[src/rtl/alu_issue_ctrl.sv]
// Issue/capture wrapper around a combinational ALU: registers commands onto the
// ALU inputs, waits a settle time, captures Out/Flag and offers them over valid/ready.
module alu_issue_ctrl #(
    parameter int DATA_W        = 8,
    parameter int SEL_W         = 4,
    parameter int FLAG_W        = 4,
    parameter int SETTLE_CYCLES = 1
) (
    input  logic              clk,
    input  logic              rst,
    input  logic              cmd_valid,
    output logic              cmd_ready,
    input  logic [DATA_W-1:0] cmd_a,
    input  logic [DATA_W-1:0] cmd_b,
    input  logic [SEL_W-1:0]  cmd_sel,
    input  logic              cmd_acc,
    output logic [DATA_W-1:0] alu_operand_A,
    output logic [DATA_W-1:0] alu_operand_B,
    output logic [SEL_W-1:0]  alu_sel,
    input  logic [DATA_W-1:0] alu_out,
    input  logic [FLAG_W-1:0] alu_flag,
    output logic              res_valid,
    input  logic              res_ready,
    output logic [DATA_W-1:0] res_data,
    output logic [FLAG_W-1:0] res_flag,
    output logic [DATA_W-1:0] acc_q
);

    // state | meaning
    // IDLE  | ready for a command; operand outputs hold their last values
    // ISSUE | operands driven onto the ALU, settle counter running
    // HOLD  | result captured and valid, waiting for res_ready

    typedef enum logic [1:0] {
        IDLE  = 2'd0,
        ISSUE = 2'd1,
        HOLD  = 2'd2
    } state_t;

    localparam int              CNT_W    = 4;
    localparam logic [CNT_W-1:0] CNT_LOAD = CNT_W'(SETTLE_CYCLES - 1);

    state_t              state_q;
    logic [CNT_W-1:0]    cnt_q;
    logic [DATA_W-1:0]   opa_q;
    logic [DATA_W-1:0]   opb_q;
    logic [SEL_W-1:0]    sel_q;
    logic [DATA_W-1:0]   res_data_q;
    logic [FLAG_W-1:0]   res_flag_q;
    logic [DATA_W-1:0]   acc_val_q;
    logic [DATA_W-1:0]   opa_d;

    // Operand A source is decided from the accumulator value present at the accept edge.
    assign opa_d = cmd_acc ? acc_val_q : cmd_a;

    always_ff @(posedge clk) begin
        if (rst) begin
            state_q    <= IDLE;
            cnt_q      <= '0;
            opa_q      <= '0;
            opb_q      <= '0;
            sel_q      <= '0;
            res_data_q <= '0;
            res_flag_q <= '0;
            acc_val_q  <= '0;
        end else begin
            case (state_q)
                IDLE: begin
                    if (cmd_valid) begin
                        opa_q   <= opa_d;
                        opb_q   <= cmd_b;
                        sel_q   <= cmd_sel;
                        cnt_q   <= CNT_LOAD;
                        state_q <= ISSUE;
                    end
                end
                ISSUE: begin
                    if (cnt_q != '0) begin
                        cnt_q <= cnt_q - 1'b1;
                    end else begin
                        res_data_q <= alu_out;
                        res_flag_q <= alu_flag;
                        acc_val_q  <= alu_out;
                        state_q    <= HOLD;
                    end
                end
                HOLD: begin
                    if (res_ready) begin
                        state_q <= IDLE;
                    end
                end
                default: state_q <= IDLE;
            endcase
        end
    end

    assign cmd_ready     = (state_q == IDLE);
    assign res_valid     = (state_q == HOLD);
    assign alu_operand_A = opa_q;
    assign alu_operand_B = opb_q;
    assign alu_sel       = sel_q;
    assign res_data      = res_data_q;
    assign res_flag      = res_flag_q;
    assign acc_q         = acc_val_q;

endmodule

[config.mk]
export PLATFORM = sky130hd
export DESIGN_NAME = alu_issue_ctrl
export DESIGN_NICKNAME = d
export VERILOG_FILES = /design/src/rtl/alu_issue_ctrl.sv
export SDC_FILE = /design/constraint.sdc
export NUM_CORES = 1
export LEC_CHECK = 0
export CAP_MARGIN = 20
export CORE_MARGIN = 2
export CORE_UTILIZATION = 40
export CTS_CLUSTER_SIZE = 20
export DETAILED_ROUTE_END_ITERATION = 10
export PLACE_DENSITY = 0.79
export SYNTH_ARGS = -nofsm -noshare
export SYNTH_HDL_FRONTEND = slang
export SYNTH_SLANG_ARGS = --single-unit
[constraint.sdc]
create_clock -name clk -period 2 [get_ports clk]
set_input_delay 0.3 -clock clk [delete_from_list [all_inputs] [get_ports clk]]
set_output_delay 0.3 -clock clk [all_outputs]
set_load 0.03 [all_outputs]
# ---- Yosys cells after proc, flatten, opt, wreduce, memory -nomap -nowiden
# Cells that the tools add are included.
dict set report classes {
  addsub 1
  n_eq_ne 6
  n_mux 8
  bitwise_logic 1
  n_reduce_logical 7
}
# operator n
set op_table {}
lappend op_table {{$mux 4} 2}
lappend op_table {{$mux 8} 1}
lappend op_table {{$pmux 4 s2} 1}
lappend op_table {{$mux 2} 3}
lappend op_table {{$ne 2x2->1 const B} 3}
lappend op_table {{$pmux 2 s3} 1}
lappend op_table {{$reduce_and 3->1} 2}
lappend op_table {{$reduce_and 2->1} 2}
lappend op_table {{$reduce_bool 4->1} 1}
lappend op_table {{$sub 4x1->4 const B} 1}
lappend op_table {{$eq 2x1->1 const B} 1}
lappend op_table {{$eq 2x2->1 const B} 1}
lappend op_table {{$logic_not 2->1} 1}
lappend op_table {{$ne 2x1->1 const B} 1}
lappend op_table {{$reduce_bool 2->1} 1}
lappend op_table {{$not 1->1} 1}
dict set report totals {
  register_bits 38
  out_inout_bits 42
}

# ---- Logic depth before layout (Yosys ltp)
dict set report depth {
  word_depth 3
  depth_mapped 6
}

# ---- Worst setup path before layout
# Ideal clock, no wire load.
dict set report synth_timing {
  kind {flip-flop to flip-flop}
  start {register cnt_q[0]}
  end {register cnt_q[3]}
  t_arrival_ps 1462
  slack_ps 458
  path_stages_with_launch 6
  n_path_buf 0
  period_less_slack_ps 1542
  path_cell_list {dfxtp_1 > inv_1 > ha_1 > nor4bb_4 > or4_1 > a211oi_2}
}
dict set report synth_via {
  elab_chain_len 3
  elab_cells_between_ends 6
}
# element line
set synth_rtl {}
lappend synth_rtl {{start, declared} 44} ;# logic [CNT_W-1:0] cnt_q;
lappend synth_rtl {{start signal, assigned} 79} ;# cnt_q <= cnt_q - 1'b1;
lappend synth_rtl {{$sub 4x1->4 or $reduce_bool 4->1 (tied branches)} {79, 78}}
lappend synth_rtl {{$mux 4 or $ne 2x2->1 (tied branches)} --}
lappend synth_rtl {{$pmux 4 s2 or $reduce_and 3->1 (tied branches)} --}
# Parallel ways exist; a longest one is shown, timed or not. The select of a mux whose other input is x is not followed.
# A chain may end at the register's enable or synchronous reset.

# ---- Final worst setup path
dict set report layout_timing {
  start {register state_q[0]}
  end {output port cmd_ready}
}
dict set report layout_via {
  elab_chain_len 1
}
# element line
set layout_rtl {}
lappend layout_rtl {{start, declared} 43} ;# state_t state_q;
lappend layout_rtl {{start signal, assigned} 58} ;# state_q <= IDLE;
lappend layout_rtl {{start signal, assigned} 74} ;# state_q <= ISSUE;
lappend layout_rtl {{start signal, assigned} 84} ;# state_q <= HOLD;
lappend layout_rtl {{$logic_not 2->1} 97} ;# assign cmd_ready = (state_q == IDLE);
lappend layout_rtl {{end, declared} 12} ;# output logic cmd_ready,
# Every way passes these cells.

==> results.json <==
{
  "status": "finished, final reports clean",
  "route.top_layer_used": "met4",
  "yosysTopAreaCell": "dfxtp_1",
  "drive_gt1_share_pct": 6.23,
  "wl_met1_um": 1830,
  "clock_path_buffers": 2,
  "layout_commonest_cell": "clkdlybuf4s50_1",
  "cts.htree.levels": 2,
  "wl_per_cell_um": 13.6,
  "critPathRequiredTime_ps": 1700,
  "chipWidth_um": 67.6,
  "cts_setup_buffers": 0,
  "leakage_nw": 0.941,
  "synth.net_count": 227,
  "synthTopCellsByArea": "dfxtp_1, a21oi_1, nand2_1, mux2i_1, a211oi_1",
  "fin_tns_setup_ps": 0,
  "antennaDiodeCount": 0,
  "total_power_mw": 2.60,
  "vias": 1549,
  "netlist_area_um2": 1620,
  "slew_headroom_pct": 68.2,
  "io_buffer_count": 78,
  "slew_violations": 0,
  "die_y_um": 67.6,
  "fp-row-count": 23,
  "antenna_found_initial": 0,
  "rsz0062_at_grt": "no",
  "ff_latch_area_um2": 761,
  "cp_max_fo": 9,
  "grt_pass1_vias": 1407,
  "fin_skew_ps": 5.72,
  "path_class": "flop to output port",
  "multi_input_area_um2": 733,
  "pin_count": 79,
  "final-setup-viol-count": 0,
  "endpoint_kind": "output port",
  "root_buffer": "clkbuf_8",
  "post-route-period-util_pct": 89.4,
  "synth_area_per_cell_um2": 8.60,
  "numCtsBuffers": 5,
  "crit_chain": "nor2_1 -> clkdlybuf4s50_1",
  "synthToLayoutAreaGrowth_pct": 54.7,
  "critical_path_arrival_ps": 1490,
  "min_period_ps": 1790,
  "cap_violations": 0,
  "grt_pass1_wl_um": 6400,
  "hold_violations": 0,
  "synth_edf_count": 0,
  "tightest_slew_ps": 475,
  "dp_hpwl_um": 2950,
  "met3WireLength_um": 252,
  "postRouteWirelength_um": 4190,
  "track_usage_pct": 18.6,
  "p_per_area_nw_per_um2": 1040,
  "final_antenna_net_count": 0,
  "cp-start-kind": "flop",
  "grt_max_degree": 39,
  "met2WireLength_um": 2070,
  "n_fill_cell": 360,
  "synthFlopType": "dfxtp_1",
  "ctsHoldBuffers": 0,
  "drtIter0Drc": 78,
  "insertion_delay_ps": 290,
  "critical-path-max-stage-delay_ps": 670,
  "nNetsFinal": 295,
  "ys_seq_area_share_pct": 47.1,
  "yosys.area.top_type_share_pct": 47.1,
  "drc": 0,
  "routabilityCongestion": 0.818,
  "most-common-layout-cells": "clkdlybuf4s50_1, dfxtp_1, a21oi_1",
  "overflow": 0,
  "cts_num_sinks": 38,
  "clk_pin_slew_ps": 70,
  "yosysWarnings": 0,
  "die_area_um2": 4570,
  "ys_ff_latch": 38,
  "start_util_pct": 41.0,
  "ys_types": 29,
  "cts_tree": "done",
  "cpMaxStageDelayCell": "clkdlybuf4s50_1",
  "ys_async_sr_fraction_pct": 0,
  "hold_path_class": "flop to flop",
  "first_pass_iters": 4,
  "synthCells": 188,
  "viasPerCell": 5.05,
  "placeableCoreArea_um2": 3940,
  "worst_ir_drop_vdd_uv": 619,
  "fmax_ghz": 0.559
}
==> flip-flops by register name, indices dropped and copies added (netlist names) <==
register	cells
alu_operand_A	8
acc_q	8
alu_operand_B	8
state_q	2
cnt_q	4
alu_sel	4
res_flag	4
==> repair_timing <==
item | 4_1_cts | 5_1_grt
gates resized for setup | 0 | 1
endpoints found under the hold margin | 0 | 0
endpoints found under the setup margin | 0 | 1
==> synthesized netlist by cell type (3+ instances only) <==
master    instances
mux2i_1           8
a211oi_1          9
nand2_1          24
dfxtp_1          38
buf_4             8
o21ai_0          12
a21oi_1          26
nor2_1           11
inv_1             4
nand3_1          13
clkbuf_1          9
buf_2             3
==> metal layers <==
| metal | track usage [%] | vias up |
|---|---|---|
| met5 | 0 | - |
| li1 | - | 785 |
| met3 | 4.50 | 5 |
| met4 | 7.14 | 0 |
| met2 | 30.0 | 52 |
| met1 | 23.8 | 707 |
==> worst paths after layout <==
kind / startpoint / endpoint / slack [ps] / depth (start not counted)
min reg2reg: alu_operand_B[1]$_SDFFE_PP0P_ / alu_operand_B[1]$_SDFFE_PP0P_ / 450 / 2
max: state_q[0]$_SDFFE_PP0P_ / cmd_ready / 210 / 2
min: alu_operand_B[1]$_SDFFE_PP0P_ / alu_operand_B[1]$_SDFFE_PP0P_ / 450 / 2
max reg2reg: cnt_q[0]$_SDFFE_PP0P_ / cnt_q[3]$_SDFFE_PP0P_ / 370 / 5
==> where the power goes <==
group	internal (mW)	total, mW	switching, mW
Combinational	0.465	1.09	0.625
Clock	0.278	0.532	0.255
Sequential	0.872	0.974	0.101
==> area by class of cell <==
type,count,share of cell area (%)
clock inverter,1,0.200
multi-input combinational,125,29.3
tap,50,2.50
inverter,4,0.600
clock buffer,7,3.45
timing repair buffer,82,33.5
sequential,38,30.4
==> kinds of logic (layout without fill, tap and decap cells) <==
kind of cell               Yosys count  count (layout)  synth area share (%)
buffers and inverters               25              94                  7.89
DFF                                 38              38                  47.1
AOI/OAI and AO/OA                   54              54                  19.6
adders and majority gates            2               2                  1.55
muxes                                8               8                  4.95
and+or+nand+nor                     61              61                  19.0
==> metrics by stage <==
step	util, %	setup slack, ps	area (µm²)	instances	hold WS [ps]
after floorplan	-	458	1620	188	436
after global placement	61.1	219	2410	299	441
after detailed placement	61.1	194	2410	299	446
after CTS	63.4	8.12	2500	307	457
after global routing	63.4	170	2500	307	484
final	63.4	213	2500	307	455
==> worst max-delay path, delay by kind of cell, from the launching register on <==
family                 cells  cell delay (ps)
buffers and inverters      1              670
DFF                        1              400
and+or+nand+nor            1              130
No activity file was read; power rests on OpenSTA's default activity.
